## src/rtl/cascade_stage_fetcher_pkg.sv

```systemverilog
// Shared types and sizes for the cascade cache fetch path.
package cascade_stage_fetcher_pkg;

  localparam int ADDR_WIDTH = 10;
  localparam int WORD_SIZE  = 32;

  typedef enum logic [1:0] {
    IDLE,
    FETCH,
    DRAIN,
    DONE
  } fetch_state_t;

  // One cache word plus the end-of-stage marker that travels with it.
  typedef struct packed {
    logic [WORD_SIZE-1:0] data;
    logic                 last;
  } struct_fetch_word;

  // Read port of the cascade cache (address registered inside the cache).
  typedef struct packed {
    logic [ADDR_WIDTH-1:0] raddr;
  } struct_cascadeCache_Read_In;

  typedef struct packed {
    logic [WORD_SIZE-1:0] q;
  } struct_cascadeCache_Read_Out;

endpackage

```

## src/rtl/cascade_stage_fetcher_if.sv

```systemverilog
// Command and output stream handshakes of the stage fetcher.
interface cascade_stage_fetcher_if;
  import cascade_stage_fetcher_pkg::*;

  logic                  cmd_valid;
  logic                  cmd_ready;
  logic [ADDR_WIDTH-1:0] cmd_addr;
  logic [ADDR_WIDTH:0]   cmd_count;

  logic                  out_valid;
  logic                  out_ready;
  logic [WORD_SIZE-1:0]  out_data;
  logic                  out_last;

  // The side that issues stage commands and consumes the word stream.
  modport master (
    output cmd_valid, cmd_addr, cmd_count, out_ready,
    input  cmd_ready, out_valid, out_data, out_last
  );

  // The fetcher itself.
  modport slave (
    input  cmd_valid, cmd_addr, cmd_count, out_ready,
    output cmd_ready, out_valid, out_data, out_last
  );

endinterface

```

## src/rtl/cascade_stage_fetcher_skid_fifo.sv

```systemverilog
// Small circular FIFO that absorbs words returning from the cache while the
// consumer stalls. Head is presented combinationally.
module cascade_stage_fetcher_skid_fifo #(
  parameter int WIDTH = 33,
  parameter int DEPTH = 2
) (
  input  logic                       clk,
  input  logic                       reset,
  input  logic                       push,
  input  logic [WIDTH-1:0]           push_data,
  input  logic                       pop,
  output logic [WIDTH-1:0]           head_data,
  output logic [$clog2(DEPTH+1)-1:0] count,
  output logic                       empty,
  output logic                       full
);

  localparam int PTR_W = (DEPTH > 1) ? $clog2(DEPTH) : 1;
  localparam int CNT_W = $clog2(DEPTH + 1);
  localparam logic [PTR_W-1:0] LAST_SLOT  = PTR_W'(DEPTH - 1);
  localparam logic [CNT_W-1:0] FULL_COUNT = CNT_W'(DEPTH);

  logic [WIDTH-1:0] mem [DEPTH];
  logic [PTR_W-1:0] rd_ptr;
  logic [PTR_W-1:0] wr_ptr;
  logic             do_push;
  logic             do_pop;

  assign empty     = (count == '0);
  assign full      = (count == FULL_COUNT);
  assign do_pop    = pop && !empty;
  assign do_push   = push && (!full || do_pop);
  assign head_data = mem[rd_ptr];

  // Pointer and occupancy bookkeeping; push and pop together leave count alone.
  always_ff @(posedge clk or posedge reset) begin
    if (reset) begin
      rd_ptr <= '0;
      wr_ptr <= '0;
      count  <= '0;
    end else begin
      if (do_push) begin
        wr_ptr <= (wr_ptr == LAST_SLOT) ? '0 : wr_ptr + PTR_W'(1);
      end
      if (do_pop) begin
        rd_ptr <= (rd_ptr == LAST_SLOT) ? '0 : rd_ptr + PTR_W'(1);
      end
      case ({do_push, do_pop})
        2'b10:   count <= count + CNT_W'(1);
        2'b01:   count <= count - CNT_W'(1);
        default: count <= count;
      endcase
    end
  end

  // Storage needs no reset; entries are only visible once counted.
  always_ff @(posedge clk) begin
    if (do_push) begin
      mem[wr_ptr] <= push_data;
    end
  end

endmodule

```

## src/rtl/cascade_stage_fetcher.sv

```systemverilog
// Walks the cascade cache for one stage command and streams the words out,
// hiding the cache's one-cycle read latency behind a small skid FIFO.
// SKID_DEPTH must be at least 2 for back-to-back streaming.
module cascade_stage_fetcher #(
  parameter int ADDR_WIDTH = cascade_stage_fetcher_pkg::ADDR_WIDTH,
  parameter int WORD_SIZE  = cascade_stage_fetcher_pkg::WORD_SIZE,
  parameter int SKID_DEPTH = 2
) (
  input  logic                                              clk,
  input  logic                                              reset,
  cascade_stage_fetcher_if.slave                            bus,
  output cascade_stage_fetcher_pkg::struct_cascadeCache_Read_In  ccr_in,
  input  cascade_stage_fetcher_pkg::struct_cascadeCache_Read_Out ccr_out,
  output logic                                              busy,
  output logic                                              done
);
  import cascade_stage_fetcher_pkg::*;

  localparam int CNT_W  = $clog2(SKID_DEPTH + 1);
  localparam int FIFO_W = $bits(struct_fetch_word);
  localparam logic [CNT_W:0] SKID_LIMIT = (CNT_W + 1)'(SKID_DEPTH);

  fetch_state_t          state;
  fetch_state_t          next_state;
  logic [ADDR_WIDTH-1:0] issue_addr;
  logic [ADDR_WIDTH:0]   remaining;
  logic                  inflight;
  logic                  inflight_last;
  logic                  issue;
  logic                  issue_ok;
  logic                  final_issue;
  logic                  pop;
  logic                  drain_exit;
  logic [CNT_W-1:0]      fifo_count;
  logic                  fifo_empty;
  logic                  fifo_full;
  logic [CNT_W:0]        occupancy;
  struct_fetch_word      push_word;
  struct_fetch_word      head_word;

  // A word already in the FIFO or still inside the cache both claim a slot;
  // a pop this cycle frees one, which is what keeps the stream back-to-back.
  assign pop         = !fifo_empty && bus.out_ready;
  assign occupancy   = {1'b0, fifo_count} + {{CNT_W{1'b0}}, inflight};
  assign issue_ok    = pop || (!fifo_full && (occupancy < SKID_LIMIT));
  assign final_issue = (remaining == (ADDR_WIDTH + 1)'(1));
  assign drain_exit  = !inflight && (fifo_empty || (pop && head_word.last));

  assign push_word     = {ccr_out.q, inflight_last};
  assign ccr_in.raddr  = issue_addr;
  assign bus.out_valid = !fifo_empty;
  assign bus.out_data  = head_word.data;
  assign bus.out_last  = !fifo_empty && head_word.last;

  cascade_stage_fetcher_skid_fifo #(
    .WIDTH (FIFO_W),
    .DEPTH (SKID_DEPTH)
  ) u_skid_fifo (
    .clk       (clk),
    .reset     (reset),
    .push      (inflight),
    .push_data (push_word),
    .pop       (pop),
    .head_data (head_word),
    .count     (fifo_count),
    .empty     (fifo_empty),
    .full      (fifo_full)
  );

  // State register; reset aborts any command in progress.
  always_ff @(posedge clk or posedge reset) begin
    if (reset) begin
      state <= IDLE;
    end else begin
      state <= next_state;
    end
  end

  // Next-state selection.
  always_comb begin
    next_state = state;
    case (state)
      IDLE: begin
        if (bus.cmd_valid) begin
          next_state = (bus.cmd_count == '0) ? DONE : FETCH;
        end
      end
      FETCH: begin
        if (issue && final_issue) begin
          next_state = DRAIN;
        end
      end
      DRAIN: begin
        if (drain_exit) begin
          next_state = DONE;
        end
      end
      DONE:    next_state = IDLE;
      default: next_state = IDLE;
    endcase
  end

  // Per-state outputs and the read issue strobe.
  always_comb begin
    bus.cmd_ready = 1'b0;
    busy          = 1'b1;
    done          = 1'b0;
    issue         = 1'b0;
    case (state)
      IDLE: begin
        bus.cmd_ready = 1'b1;
        busy          = 1'b0;
      end
      FETCH:   issue = issue_ok;
      DRAIN:   issue = 1'b0;
      DONE:    done  = 1'b1;
      default: busy  = 1'b1;
    endcase
  end

  // Issue pointer, words left to issue, and the in-flight marker that tells
  // the FIFO the cache output is meaningful this cycle.
  always_ff @(posedge clk or posedge reset) begin
    if (reset) begin
      issue_addr    <= '0;
      remaining     <= '0;
      inflight      <= 1'b0;
      inflight_last <= 1'b0;
    end else begin
      inflight      <= issue;
      inflight_last <= issue && final_issue;
      if (state == IDLE && bus.cmd_valid) begin
        issue_addr <= bus.cmd_addr;
        remaining  <= bus.cmd_count;
      end else if (issue) begin
        issue_addr <= issue_addr + ADDR_WIDTH'(1);
        remaining  <= remaining - (ADDR_WIDTH + 1)'(1);
      end
    end
  end

endmodule

```

## src/flat_wrapper.sv

```systemverilog
// flat-port wrapper written by rule: the top's interface ports become plain ports
module cascade_stage_fetcher_flat import cascade_stage_fetcher_pkg::*;
#(
  parameter int ADDR_WIDTH = cascade_stage_fetcher_pkg::ADDR_WIDTH,
  parameter int WORD_SIZE  = cascade_stage_fetcher_pkg::WORD_SIZE,
  parameter int SKID_DEPTH = 2
)
  (clk, reset, ccr_in, ccr_out, busy, done, bus_cmd_valid, bus_cmd_addr, bus_cmd_count, bus_out_ready, bus_cmd_ready, bus_out_valid, bus_out_data, bus_out_last);
  cascade_stage_fetcher_if bus_i ();
  input  logic clk;
  input  logic reset;
  output cascade_stage_fetcher_pkg::struct_cascadeCache_Read_In ccr_in;
  input  cascade_stage_fetcher_pkg::struct_cascadeCache_Read_Out ccr_out;
  output logic busy;
  output logic done;
  input wire logic [$bits(bus_i.cmd_valid)-1:0] bus_cmd_valid;
  input wire logic [$bits(bus_i.cmd_addr)-1:0] bus_cmd_addr;
  input wire logic [$bits(bus_i.cmd_count)-1:0] bus_cmd_count;
  input wire logic [$bits(bus_i.out_ready)-1:0] bus_out_ready;
  output wire logic [$bits(bus_i.cmd_ready)-1:0] bus_cmd_ready;
  output wire logic [$bits(bus_i.out_valid)-1:0] bus_out_valid;
  output wire logic [$bits(bus_i.out_data)-1:0] bus_out_data;
  output wire logic [$bits(bus_i.out_last)-1:0] bus_out_last;
  assign bus_i.cmd_valid = bus_cmd_valid;
  assign bus_i.cmd_addr = bus_cmd_addr;
  assign bus_i.cmd_count = bus_cmd_count;
  assign bus_i.out_ready = bus_out_ready;
  assign bus_cmd_ready = bus_i.cmd_ready;
  assign bus_out_valid = bus_i.out_valid;
  assign bus_out_data = bus_i.out_data;
  assign bus_out_last = bus_i.out_last;
  cascade_stage_fetcher #(.ADDR_WIDTH(ADDR_WIDTH), .WORD_SIZE(WORD_SIZE), .SKID_DEPTH(SKID_DEPTH)) u_core (.clk(clk), .reset(reset), .bus(bus_i), .ccr_in(ccr_in), .ccr_out(ccr_out), .busy(busy), .done(done));
endmodule
```

## config.mk

```make
export PLATFORM = sky130hd
export DESIGN_NAME = cascade_stage_fetcher_flat
export DESIGN_NICKNAME = d
export VERILOG_FILES = /design/src/rtl/cascade_stage_fetcher_pkg.sv /design/src/rtl/cascade_stage_fetcher_if.sv /design/src/rtl/cascade_stage_fetcher_skid_fifo.sv /design/src/rtl/cascade_stage_fetcher.sv /design/src/flat_wrapper.sv
export SDC_FILE = /design/constraint.sdc
export NUM_CORES = 1
export LEC_CHECK = 0
export ABC_AREA = 1
export CELL_PAD_IN_SITES_DETAIL_PLACEMENT = 0
export CELL_PAD_IN_SITES_GLOBAL_PLACEMENT = 2
export CORE_MARGIN = 8
export CORE_UTILIZATION = 39
export DETAILED_ROUTE_END_ITERATION = 12
export DONT_BUFFER_PORTS = 1
export PLACE_DENSITY = 0.85
export SLEW_MARGIN = 20
export SYNTH_ARGS = -nofsm -noshare
export SYNTH_HDL_FRONTEND = slang
export SYNTH_SLANG_ARGS = --single-unit
```

## constraint.sdc

```tcl
create_clock -name clk -period 3.4 [get_ports clk]
set_input_delay 0.85 -clock clk [delete_from_list [all_inputs] [get_ports clk]]
set_output_delay 0.85 -clock clk [all_outputs]
set_load 0.05 [all_outputs]
```

==> reports/results.txt, run 1 <==
outcome -> completed
Setup Skew -> 11.8 ps
clock buffer depth -> 2
final setup fails -> 0
Avg Inst Size Synth -> 10.1 µm²
Mapped Cells -> 432
Hold Vio Cnt, Final -> 0
DRC -> 0
Port Buf Inserts -> 0
Post-Syn Area -> 4380 µm²
nature of the critical path endpoint -> output pin
H-tree Lvls -> 3
global-route wire length before repair -> 15,000 µm
Worst-Skew Late Latency -> 360 ps
die area -> 14,900 µm²
Post-synth EDFFs -> 66
CTS clk-pin slew, worst paths -> 90 ps
Max Slew Vio Count -> 0
# resized after CTS -> 0
count of cell types in the netlist -> 36
CORE AREA -> 10,900 µm²
DR vias/cell -> 4.80
Pwr Density -> 1090 nW/µm²
Final #Nets -> 502
Pleak -> 2.01 nW
post-synth top area share -> 45.3%
largest cells by area after synthesis -> edfxtp_1, dfrtp_1, nand2_1
fmax -> 369 MHz
R2R Setup Slk -> 960 ps
clock root cell -> clkbuf_8
RSZ-0062 raised after global routing -> no
antenna viol nets, final -> 0
CP startpoint kind -> flop
DR iter-0 viols -> 175
total power -> 5.12 mW
Top FF cell, synth -> edfxtp_1
RD Place Congestion -> 0.783
Hold Crit Class -> reg -> reg
largest family of logic cells by synthesized area -> simple AND/OR/NAND/NOR gates
synthesis-stage register bit count -> 95
Max VDD drop -> 0.430 mV
Adder-Cell Fraction of Synth Area -> 2.29%
XOR/XNOR Fraction of Synth Area -> 2.60%
kind of critical path -> reg -> out
Num CTS Buffers -> 9
Compound-Gate Fraction of Synth Area -> 5.26%
largest net degree at the start of global routing -> 35
Slew Limit Headroom -> 33.6%
DIE HEIGHT -> 122 µm
total iterations of the first detailed-routing run -> 6
Wirelength per Cell -> 16.1 µm
final setup TNS -> 0 ps
total track usage -> 13.2%
post-CTS setup buffers -> 0
Synth-to-Final Area Change -> 7.43%
Warnings, synthesis -> 0
Sink Count -> 95
CP Data Arrival Time -> 1860 ps
GRT overflow -> 0
final period utilization -> 79.8%
Post-Synth Simple-Gate Area -> 23.2%
hpwl dp -> 6640 µm
vias in the first global route -> 2,822
ant diodes -> 0
Mapped Nets -> 497
ratio of cells with drive above 1 in the final layout -> 12.2%
Req. time, crit path -> 2550 ps
io pins -> 104
vias post-DR -> 2,790
multiplexer area fraction after synthesis -> 0%
hold_buf cts -> 0
die width -> 122 µm
initial antenna violation count -> 0
slew of the pin with the lowest slew margin -> 993 ps
sequential fraction of the synthesis area -> 61.9%
post-synth top area cell -> edfxtp_1
Max-cap violations -> 0
Starting Density -> 40.2%
CTS tree -> built
DRT Wirelength -> 9330 µm
Tmin final -> 2710 ps
std cell rows -> 38
worst-path maximum fanout -> 5
Async S/R FF share, synth -> 30.5%
==> per-stage QoR <==
stage	worst slack [ps]	std cells	utilization, %	hold slack, ps	cell area [µm²]
floorplan	631	432	-	420	4380
global placement	951	566	41.7	424	4540
detailed placement	896	566	41.7	428	4540
CTS	637	581	43.2	448	4700
global route	547	581	43.2	452	4700
finish	688	581	43.2	446	4700
==> state kept, by name (all words and copies together) (netlist names) <==
| register | count |
|---|---|
| u_core.inflight_last | 1 |
| u_core.u_skid_fifo.count | 2 |
| u_core.u_skid_fifo.mem | 66 |
| u_core.remaining | 11 |
| u_core.u_skid_fifo.wr_ptr | 1 |
| u_core.u_skid_fifo.rd_ptr | 1 |
| u_core.ccr_in | 10 |
| u_core.state | 2 |
| u_core.inflight | 1 |
==> cells in the final DEF, fill, tap and decap left out, types with 2 or more instances in the layout <==
cell	n
nand4_1	3
o221ai_2	2
clkbuf_8	9
o211ai_2	5
ha_1	8
nand2_2	12
xor2_1	8
nand2_1	165
xnor2_1	5
buf_4	5
edfxtp_1	66
nand3_2	2
nor2_2	3
nand2_4	3
nor2_1	28
or2_2	2
a21oi_1	2
o211ai_1	3
nor3_1	3
clkinv_1	2
o21ai_0	8
nor2_4	2
inv_1	37
dfrtp_1	29
inv_6	2
nand3_1	14
==> worst max-delay path: stages, from the launching register on <==
cell and delay, ps:
dfrtp_1 420, inv_1 90, ha_1 560, inv_1 430
==> kinds of logic after synthesis <==
logic type               after synthesis
AO/OA/AOI/OAI                         28
XOR/XNOR                              13
adder cells (fa/ha/maj)                8
flip-flops                            95
buffers and inverters                 49
AND/OR/NAND/NOR                      239
==> power by group <==
group	switching, mW	internal (mW)
logic	1.88	0.533
registers	0.438	1.62
clock network	0.388	0.260
==> cell type report <==
cell class / count / area, µm²
clock inverters: 6 / 37.5
clock buffers: 9 / 124
flip-flops and latches: 95 / 2710
multi-input cells: 288 / 1470
inverters: 38 / 148
fillers: 1078 / 6190
well taps: 140 / 175
repair buffers: 5 / 37.5
==> routing by layer <==
layer	wire length (µm)	GRT usage (%)
met5	0	0
met2	4690	23.0
met1	3650	14.2
met3	872	5.46
met4	113	4.16
==> worst paths after layout <==
| kind | cells after the start | to | start |
|---|---|---|---|
| worst max register to register | 7 | u_core.remaining[8] | u_core.state[0] |
| min in group asynchronous | 2 | u_core.u_skid_fifo.count[0] | reset |
| worst min-delay path | 0 | u_core.u_skid_fifo.mem[0][0] | u_core.inflight_last |
| worst min register to register | 0 | u_core.u_skid_fifo.mem[0][0] | u_core.inflight_last |
| max in group asynchronous | 2 | u_core.remaining[9] | reset |
| worst max-delay path | 3 | busy | u_core.state[0] |
==> Yosys cell counts (2+ instances only) <==
| cell | instances |
|---|---|
| a21oi_1 | 2 |
| buf_2 | 2 |
| clkbuf_1 | 7 |
| dfrtp_1 | 29 |
| edfxtp_1 | 66 |
| ha_1 | 8 |
| inv_1 | 37 |
| nand2_1 | 165 |
| nand2_2 | 12 |
| nand2_4 | 3 |
| nand3_1 | 14 |
| nand3_2 | 2 |
| nand4_1 | 3 |
| nor2_1 | 30 |
| nor2_2 | 3 |
| nor3_1 | 3 |
| o211ai_1 | 3 |
| o211ai_2 | 5 |
| o21ai_0 | 8 |
| o221ai_2 | 2 |
| or2_2 | 2 |
| xnor2_1 | 5 |
| xor2_1 | 8 |
(Power assumes the default switching activity.)
==> run 2, diff against run 1 <==
Clock period 3.4 ns to 2.75 ns, I/O delays scaled along.
==> run 2 against run 1 <==
Cell count up 6.5%. Global-route usage down 0.065 points. Sequential cell count did not move. Clock skew barely moved. Utilization grew 3.1 points. Non-clock buffer count up 37. Clock power grew 58%. Clock-buffer cell count stayed put. Hold slack got worse by 170 ps. Worst setup slack worse by 240 ps. First-iteration DRC count is 5.1% lower. Largest power group unchanged.
==> reports/results.txt, run 2 (synthesized netlist as in run 1, its figures left out) <==
outcome -> completed
io pins -> 104 (unchanged)
Port Buf Inserts -> 0 (unchanged)
total iterations of the first detailed-routing run -> 4 (-2)
RSZ-0062 raised after global routing -> no
nature of the critical path endpoint -> output pin
vias post-DR -> 2,951 (+5.8%)
met1 global-route usage -> 14.9% (+0.71 points)
DR iter-0 viols -> 166 (-5.1%)
Tmin final -> 2300 ps
antenna viol nets, final -> 0 (unchanged)
Pwr Density -> 1380 nW/µm² (+27%)
Req. time, crit path -> 2060 ps (-490 ps)
Sequential Power Share -> 36.6% (-3.6 points)
Hold Crit Class -> in -> async
DRC -> 0 (unchanged)
Slew Limit Headroom -> 57.9% (+24 points)
Logic pwr share -> 48.7% (+1.5 points)
Largest register FFs -> 66 (unchanged)
CTS tree -> built
GRT overflow -> 0 (unchanged)
fmax -> 435 MHz
ratio of cells with drive above 1 in the final layout -> 19.2% (+7.0 points)
routing usage on met3 -> 4.86% (-0.60 points)
most frequent cells in the layout -> nand2_1, edfxtp_1, buf_4
Synth-to-Final Area Change -> 15.1%
total track usage -> 13.1% (-0.065 points)
CP startpoint kind -> flop
final setup fails -> 0 (unchanged)
Hold Vio Cnt, Final -> 0 (unchanged)
Starting Density -> 40.2% (unchanged)
Top reg by flops -> u_core.u_skid_fifo.mem
slew of the pin with the lowest slew margin -> 632 ps (-361 ps)
Max Slew Vio Count -> 0 (unchanged)
final period utilization -> 83.6%
# fillers -> 1,013 (-6.0%)
R2R depth -> 5 (-2)
largest net degree at the start of global routing -> 35 (unchanged)
crit path from -> u_core.state[0]
DR vias/cell -> 4.77 (-0.72%)
Num CTS Buffers -> 9 (unchanged)
global-route wire length before repair -> 14,900 µm (-0.96%)
Max-cap violations -> 0 (unchanged)
post-route insts no fill -> 619 (+6.5%)
Max VDD drop -> 0.650 mV (+51%)
vias in the first global route -> 2,890 (+2.4%)
CP Data Arrival Time -> 1610 ps (-250 ps)
commonest non-fill, non-tap cell in the layout -> nand2_1
hpwl dp -> 6920 µm (+4.3%)
R2R Setup Slk -> 830 ps (-130 ps)
worst-path maximum fanout -> 5 (unchanged)
Setup Skew -> 12.1 ps (+0.244 ps)
hold_buf cts -> 0 (unchanged)
final setup TNS -> 0 ps (unchanged)
Net Switching -> 3.44 mW (+27%)
initial antenna violation count -> 0 (unchanged)
kind of critical path -> reg -> out
clock root cell -> clkbuf_8
CORE AREA -> 10,900 µm² (unchanged)
worst-path cell with the longest stage delay -> dfrtp_1
die area -> 14,900 µm² (unchanged)
DRT Wirelength -> 9610 µm (+3.1%)
ant diodes -> 0 (unchanged)
Final #Nets -> 539 (+7.4%)
DIE HEIGHT -> 122 µm (unchanged)
GR Util met2 -> 21.5% (-1.5 points)
Final WS setup -> 452 ps (-236 ps)
dpl cells -> 603 (+6.5%)
reg-to-reg startpoint -> u_core.u_skid_fifo.count[0]
Sink Count -> 95 (unchanged)
Sw Ratio -> 49.4% (-3.5 points)
Pleak -> 2.22 nW (+10%)
worst slack, placed -> 633 ps (-263 ps)
H-tree Lvls -> 3 (unchanged)
crit-path cells -> inv_1 > ha_1 > buf_4 > inv_1
Worst-Skew Late Latency -> 370 ps (about the same)
std cell rows -> 38 (unchanged)
Clock Power Share -> 14.7% (+2.1 points)
clock buffer depth -> 2 (unchanged)
post-CTS setup buffers -> 0 (unchanged)
internal power -> 3.52 mW (+46%)
RD Place Congestion -> 0.784 (about the same)
Wirelength per Cell -> 15.5 µm (-3.3%)
# resized after CTS -> 0 (unchanged)
most used cell, CP -> inv_1
CTS clk-pin slew, worst paths -> 100 ps (about the same)
gr busiest metal -> met2
Slowest Stage Delay on Critical Path -> 400 ps (-160 ps)
die width -> 122 µm (unchanged)
Critical R2R Capture -> u_core.u_skid_fifo.count[1]
run 2: cell count changes in the layout (fill, tap and decap cells not counted), sizes merged:
cell / delta
buf: +37
bufinv: +2
clkinv: -2
inv: +1
run 2: layout make-up:
| cell class | instances | area [µm²] | area share (%) |
|---|---|---|---|
| Inverter | 38 | 148 | 2.93 |
| Timing Repair Buffer | 42 | 315 | 6.26 |
| Clock inverter | 7 | 95.1 | 1.89 |
| Clock buffer | 9 | 124 | 2.46 |
| Multi-Input combinational cell | 288 | 1470 | 29.2 |
| Sequential cell | 95 | 2710 | 53.8 |
| Tap cell | 140 | 175 | 3.48 |
run 2: power groups by stage:
stage,logic (mW),clock network [mW],registers (mW)
final,3.39,1.02,2.54
after global routing,3.70,1.10,2.60
after CTS,3.44,1.04,2.55
after detailed placement,3.43,0,2.58
after global placement,3.39,0,2.56
after floorplan,2.62,0,2.50
run 2: layer usage:
metal	vias up	wire length [µm]
met5	-	0
met4	0	232
met3	16	901
met2	100	4670
met1	1346	3810
li1	1489	-
run 2: worst max path at each step:
stage                                         to  slack, ps  depth (start not counted)
finish                                      busy        450                          4
global route                    bus_out_data[14]        340                          5
CTS                                         busy        430                          4
detailed placement   u_core.u_skid_fifo.count[1]        630                          5
global placement     u_core.u_skid_fifo.count[1]        700                          5
floorplan           u_core.u_skid_fifo.mem[0][0]        140                          2
run 2: critical path: cells and delay by family (launching register included):
kind | cells | cell delay (ps)
flops | 1 | 400
buf+inv | 3 | 650
fa+ha+maj | 1 | 190
run 2: through the flow:
stage / power (mW) / util [%] / cell area, µm² / hold slack [ps]
finish: 6.95 / 46.3 / 5040 / 278
detailed placement: 6.01 / 44.3 / 4820 / 437
floorplan: 5.12 / - / 4380 / 420
CTS: 7.03 / 46.3 / 5040 / 287
global placement: 5.95 / 44.3 / 4820 / 430
global route: 7.40 / 46.3 / 5040 / 300
